==> config.mk <==
export PLATFORM = sky130hd
export DESIGN_NAME = playfield_arbiter
export DESIGN_NICKNAME = d
export VERILOG_FILES = /design/src/rtl/playfield_arbiter.sv
export SDC_FILE = /design/constraint.sdc
export NUM_CORES = 2
export LEC_CHECK = 0
export BUFFER_PORTS_ARGS = -buffer_cell sky130_fd_sc_hd__clkbuf_2
export CAP_MARGIN = 20
export CORE_UTILIZATION = 30
export DETAILED_ROUTE_END_ITERATION = 7
export PLACE_DENSITY_LB_ADDON = 0.3
export SETUP_SLACK_MARGIN = 0.02
export SYNTH_ARGS = -nofsm -noshare
export SYNTH_HDL_FRONTEND = slang
export SYNTH_SLANG_ARGS = --single-unit
==> constraint.sdc <==
create_clock -name clk -period 12.25 [get_ports clk]
set_input_delay 1.225 -clock clk [delete_from_list [all_inputs] [get_ports clk]]
set_output_delay 1.225 -clock clk [all_outputs]
set_load 0.02 [all_outputs]
==> src/rtl/playfield_arbiter.sv <==
// playfield_arbiter: responder side of the falling-piece movement handshake.
// Checks four candidate blocks against bounds and the colour playfield, then
// commits, declines, or locks the piece, clears full rows and signals steal.
module playfield_arbiter #(
  parameter int unsigned FIELD_H = 20,
  parameter int unsigned FIELD_W = 10
) (
  input  logic       clk,
  input  logic       reset,
  input  logic       movement_request,
  input  logic       movement_intent,
  input  logic [4:0] P1blk_h,
  input  logic [4:0] P1blk_v,
  input  logic [4:0] P2blk_h,
  input  logic [4:0] P2blk_v,
  input  logic [4:0] P3blk_h,
  input  logic [4:0] P3blk_v,
  input  logic [4:0] P4blk_h,
  input  logic [4:0] P4blk_v,
  input  logic [2:0] volatile_blk_color,
  output logic       movement_commit,
  output logic       movement_declined,
  output logic       movement_steal,
  input  logic [4:0] rd_h,
  input  logic [4:0] rd_v,
  output logic [2:0] rd_color,
  output logic [7:0] lines_cleared,
  output logic       game_over
);

  localparam int unsigned COORD_W = 5;
  localparam int unsigned COLOR_W = 3;
  localparam int unsigned CNT_W   = 8;
  localparam int unsigned NBLK    = 4;
  localparam int unsigned ROW_W   = $clog2(FIELD_H);
  localparam int unsigned COL_W   = $clog2(FIELD_W);
  localparam logic [COORD_W-1:0] H_LIM = COORD_W'(FIELD_H);
  localparam logic [COORD_W-1:0] W_LIM = COORD_W'(FIELD_W);

  typedef enum logic [3:0] {
    S_IDLE, S_CHECK, S_COMMIT, S_DECLINE, S_LOCK,
    S_SCAN, S_SHIFT, S_STEAL, S_WAIT_LOW
  } state_t;

  state_t             state, state_next;
  logic [1:0]         blk, blk_next;
  logic [ROW_W-1:0]   row_ptr, row_next;
  logic [ROW_W-1:0]   shift_k, shift_next;
  logic               collide, collide_next;
  logic               commit_next, declined_next, steal_next;
  logic               latch_en, wr_en, shift_en, clr_row0, lc_inc, go_set;

  logic [COORD_W-1:0] lat_h [NBLK];
  logic [COORD_W-1:0] lat_v [NBLK];
  logic               lat_intent;
  logic [COLOR_W-1:0] lat_color;

  logic [FIELD_W-1:0][COLOR_W-1:0] field [FIELD_H];

  logic [COORD_W-1:0] cur_h, cur_v, lock_h;
  logic [COLOR_W-1:0] cur_cell;
  logic               cur_in, cur_hit, lock_ok, row_full;

  // Per-block collision / lock-target evaluation and full-row detect at row_ptr
  always_comb begin
    cur_h    = lat_h[blk];
    cur_v    = lat_v[blk];
    cur_in   = (cur_h < H_LIM) && (cur_v < W_LIM);
    cur_cell = '0;
    if (cur_in) cur_cell = field[ROW_W'(cur_h)][COL_W'(cur_v)];
    cur_hit  = !cur_in || (cur_cell != '0);
    lock_h   = cur_h - COORD_W'(1);
    lock_ok  = (lock_h < H_LIM) && (cur_v < W_LIM);
    row_full = 1'b1;
    for (int unsigned c = 0; c < FIELD_W; c++) begin
      if (field[row_ptr][COL_W'(c)] == '0) row_full = 1'b0;
    end
  end

  // Next-state and next-output logic
  always_comb begin
    state_next    = state;
    blk_next      = blk;
    row_next      = row_ptr;
    shift_next    = shift_k;
    collide_next  = collide;
    commit_next   = 1'b0;
    declined_next = movement_declined;
    steal_next    = movement_steal;
    latch_en      = 1'b0;
    wr_en         = 1'b0;
    shift_en      = 1'b0;
    clr_row0      = 1'b0;
    lc_inc        = 1'b0;
    go_set        = 1'b0;
    case (state)
      S_IDLE: begin
        if (movement_request) begin
          latch_en     = 1'b1;
          blk_next     = '0;
          collide_next = 1'b0;
          state_next   = S_CHECK;
        end
      end
      S_CHECK: begin
        collide_next = collide | cur_hit;
        blk_next     = blk + 2'd1;
        if (blk == 2'd3) begin
          if (collide | cur_hit) state_next = lat_intent ? S_DECLINE : S_LOCK;
          else                   state_next = S_COMMIT;
        end
      end
      S_COMMIT: begin
        commit_next = 1'b1;
        state_next  = S_WAIT_LOW;
      end
      S_DECLINE: begin
        declined_next = 1'b1;
        state_next    = S_WAIT_LOW;
      end
      S_LOCK: begin
        wr_en    = lock_ok;
        go_set   = lock_ok && (lock_h == '0);
        blk_next = blk + 2'd1;
        if (blk == 2'd3) begin
          row_next   = ROW_W'(FIELD_H - 1);
          state_next = S_SCAN;
        end
      end
      S_SCAN: begin
        if (row_full) begin
          shift_next = row_ptr;
          state_next = S_SHIFT;
        end else if (row_ptr == '0) begin
          state_next = S_STEAL;
        end else begin
          row_next = row_ptr - ROW_W'(1);
        end
      end
      S_SHIFT: begin
        if (shift_k != '0) begin
          shift_en   = 1'b1;
          shift_next = shift_k - ROW_W'(1);
        end else begin
          clr_row0   = 1'b1;
          lc_inc     = 1'b1;
          state_next = S_SCAN;
        end
      end
      S_STEAL: begin
        steal_next = 1'b1;
        state_next = S_WAIT_LOW;
      end
      S_WAIT_LOW: begin
        if (!movement_request) begin
          declined_next = 1'b0;
          steal_next    = 1'b0;
          state_next    = S_IDLE;
        end
      end
      default: state_next = S_IDLE;
    endcase
  end

  // State, handshake outputs and status counters
  always_ff @(posedge clk) begin
    if (!reset) begin
      state             <= S_IDLE;
      blk               <= '0;
      row_ptr           <= '0;
      shift_k           <= '0;
      collide           <= 1'b0;
      movement_commit   <= 1'b0;
      movement_declined <= 1'b0;
      movement_steal    <= 1'b0;
      lines_cleared     <= '0;
      game_over         <= 1'b0;
    end else begin
      state             <= state_next;
      blk               <= blk_next;
      row_ptr           <= row_next;
      shift_k           <= shift_next;
      collide           <= collide_next;
      movement_commit   <= commit_next;
      movement_declined <= declined_next;
      movement_steal    <= steal_next;
      if (lc_inc && (lines_cleared != '1)) lines_cleared <= lines_cleared + CNT_W'(1);
      if (go_set) game_over <= 1'b1;
    end
  end

  // Request capture: candidate blocks, intent and colour
  always_ff @(posedge clk) begin
    if (!reset) begin
      for (int unsigned k = 0; k < NBLK; k++) begin
        lat_h[k] <= '0;
        lat_v[k] <= '0;
      end
      lat_intent <= 1'b0;
      lat_color  <= '0;
    end else if (latch_en) begin
      lat_h[0]   <= P1blk_h;
      lat_v[0]   <= P1blk_v;
      lat_h[1]   <= P2blk_h;
      lat_v[1]   <= P2blk_v;
      lat_h[2]   <= P3blk_h;
      lat_v[2]   <= P3blk_v;
      lat_h[3]   <= P4blk_h;
      lat_v[3]   <= P4blk_v;
      lat_intent <= movement_intent;
      lat_color  <= volatile_blk_color;
    end
  end

  // Playfield storage: lock writes, row shift-down and top-row clear
  always_ff @(posedge clk) begin
    if (!reset) begin
      for (int unsigned r = 0; r < FIELD_H; r++) field[r] <= '0;
    end else begin
      if (wr_en)    field[ROW_W'(lock_h)][COL_W'(cur_v)] <= lat_color;
      if (shift_en) field[shift_k] <= field[shift_k - ROW_W'(1)];
      if (clr_row0) field[0] <= '0;
    end
  end

  // Registered renderer read port; out-of-range coordinates read as empty
  always_ff @(posedge clk) begin
    if (!reset) begin
      rd_color <= '0;
    end else if ((rd_h < H_LIM) && (rd_v < W_LIM)) begin
      rd_color <= field[ROW_W'(rd_h)][COL_W'(rd_v)];
    end else begin
      rd_color <= '0;
    end
  end

endmodule
==> out/metrics.yaml <==
outcome: "finished, final reports clean"
clock.fmax_mhz: 145
core.rowCount: 170
final_cell_mix: "edfxtp_1, nor3_1, mux4_2, nand2_1, mux2i_1"
ys_types: 69
ioPinCount: 72
syn_avg_cell_area_sq_um: 12.1
drc: 0
vias_per_cell: 6.65
finClkSkew_ns: 0.0373
hold_class: "flop to flop"
firstDrtPassIters: 8
initial_core_util_pct: 30.3
synthCells: 5393
arrival_ns: 7.59
fin_cells: 8107
synth_warnings: 0
clock_latency_ns: 0.79
clk_pin_slew_ns: 0.06
met2_usage_pct: 38.6
met1_usage_pct: 33.7
postCtsResizedCells: 0
cts_setup_buffers: 0
dp_hpwl_um: 207000
use_met3_pct: 8.58
numPortBuffers: 71
max_cap_viol_count: 0
slew_headroom_pct: 8.06
layout.cells.most_common: "edfxtp_1"
area_delta_synth_final_pct: 10.9
die-width_um: 468
grt_max_degree: 140
finalCritPeriodShare_pct: 56.4
cts_inserted_buffers: 117
nNetsFinal: 5219
async_reset_ff_share_pct: 0
die_area_sq_um: 219000
finalMaxSlewViolations: 0
tightest_slew_ns: 1.36
antenna_left: 0
crit_fanout: 136
crit_type: "flop to flop"
start_kind: "flop"
h-tree-depth: 3
path_cells: "mux4_4 > buf_4 > buf_12 > buf_4 > a211oi_1 > a311oi_1 > or4_1 > o22ai_1 > or4_1 > a21oi_1 > o21ai_1 > and2_1 > o31ai_1"
routed_wl_um: 298000
num_vias: 53900
busiest_layer: "met2"
slowest_delay_ns: 0.95
finalHoldViolations: 0
grt_pass1_wl_um: 410000
hp-start: "collide"
ff2ff_path_depth: 13
grt_pass1_vias: 50100
powerDensity_nw_per_um2: 131
wl_per_cell_um: 36.7
syn-num-nets: 5458
hold_depth: 2
yosys_most_used_dff: "edfxtp_1"
grtUsageTotal_pct: 26.6
hold_buffers: 0
core-area_sq_um: 215000
routabilityCongestion: 1.03
cts.path.max_buffers: 3
clock-root-buffer: "clkbuf_16"
grt_remaining_overflow: 0
synth_edf_count: 1000
setup_viol: 0
ys_ff_latch: 1043
cts_tree: "built"
fin_crit_ns: 6.91
antenna_found_initial: 19
fp.dieH_um: 468
endpoint_kind: "flop"
first_iter_violations: 9635
rsz0062_at_grt: "no"
drive_gt1_share_pct: 21.3
crit_path_top_delay_cell: "dfxtp_1"
synthesis.area_sq_um: 65100
total_leakage_power_uw: 0.0221
place_inst: 7870
peakVddDrop_mv: 0.131
seq_area_frac_synth_pct: 47.5
fin_setup_tns_ns: 0
crit_required_ns: 12.93
cts.sinks: 1043
[synthesized netlist by cell type, types with 27 or more instances]
library cell,instances,area (sq um)
o21ai_0,232,1160
buf_1,60,225
o31ai_1,27,203
nor2b_1,53,332
buf_2,80,400
a21oi_1,130,651
a22oi_1,37,278
a31o_2,31,272
nor4_1,63,394
inv_1,47,176
nor3_1,925,4630
clkbuf_1,406,1520
o22ai_1,29,181
dfxtp_1,43,861
a311oi_1,42,368
mux4_2,626,14100
a211oi_1,52,390
and2_1,45,282
mux2i_1,252,2520
nand3_1,109,546
nor2_1,223,837
nand2_1,538,2020
a31oi_1,44,275
edfxtp_1,1000,30000
[per-layer routing]
layer  vias up  share of wire [%]  wire (um)
met5         -              0.024         71
met4        10                8.0      23700
met3       791                 14      41400
met2      4380                 42     127000
met1     27700                 36     106000
li1      21100                  -          -
[power breakdown]
part | total [uW] | leakage (uW) | internal [uW] | switching [uW]
clock network | 3740 | 0.00196 | 2160 | 1580
logic | 1620 | 0.00989 | 465 | 1150
registers | 4090 | 0.0103 | 3990 | 98.9
total | 9440 | 0.0221 | 6610 | 2830
[critical path: cells and delay by family, from the launching register on]
kind                   cells  cell delay, ns
and+or+nand+nor            3            1.12
AOI/OAI and AO/OA          6            1.36
muxes                      1            0.93
buffers and inverters      3            2.12
DFF                        1            0.95
[metrics by stage]
| stage | worst slack (ns) | utilization, % | total power (uW) | instance area [sq um] | hold WS (ns) |
|---|---|---|---|---|---|
| 6_report | 5.34 | 33.6 | 9440 | 72200 | 0.479 |
| 5_1_grt | 5.25 | 33.6 | 9600 | 72200 | 0.501 |
| 4_1_cts | 5.54 | 33.5 | 9370 | 72100 | 0.478 |
| 3_5_place_dp | 5.55 | 31.7 | 5700 | 68100 | 0.469 |
| 3_3_place_gp | 5.63 | 31.6 | 5680 | 68000 | 0.471 |
| 2_1_floorplan | 7.91 | - | 5000 | 65100 | 0.447 |
[final timing paths]
kind | endpoint | slack [ns]
min reg2reg | collide | 0.48
max reg2reg | state[2] | 5.34
max | state[2] | 5.34
min | collide | 0.48
[logic make-up after synthesis]
group / after synthesis / share of synthesized area [%]
AO/OA/AOI/OAI: 770 / 7.73
AND/OR/NAND/NOR: 2049 / 14.8
buffers and inverters: 624 / 4.00
adder cells (fa/ha/maj): 8 / 0.154
flip-flops: 1043 / 47.5
multiplexers: 883 / 25.6
XOR/XNOR: 16 / 0.215
[flip-flops by register name, indices dropped and copies added (netlist names), 2 cells and up, named ones only]
signal,count
lines_cleared,8
field,960
lat_color,3
blk,2
shift_k,5
lat_v,20
state,4
rd_color,3
lat_h,20
row_ptr,5
[layout make-up]
class,instances,area (sq um)
multi-input combinational,3726,31900
sequential,1043,30900
tap,2838,3550
inverter,49,196
clock buffer,139,3070
timing repair buffer,217,1650
antenna,13,32.5
clock inverter,82,931
fill,21200,143000
(Power assumes the default switching activity.)
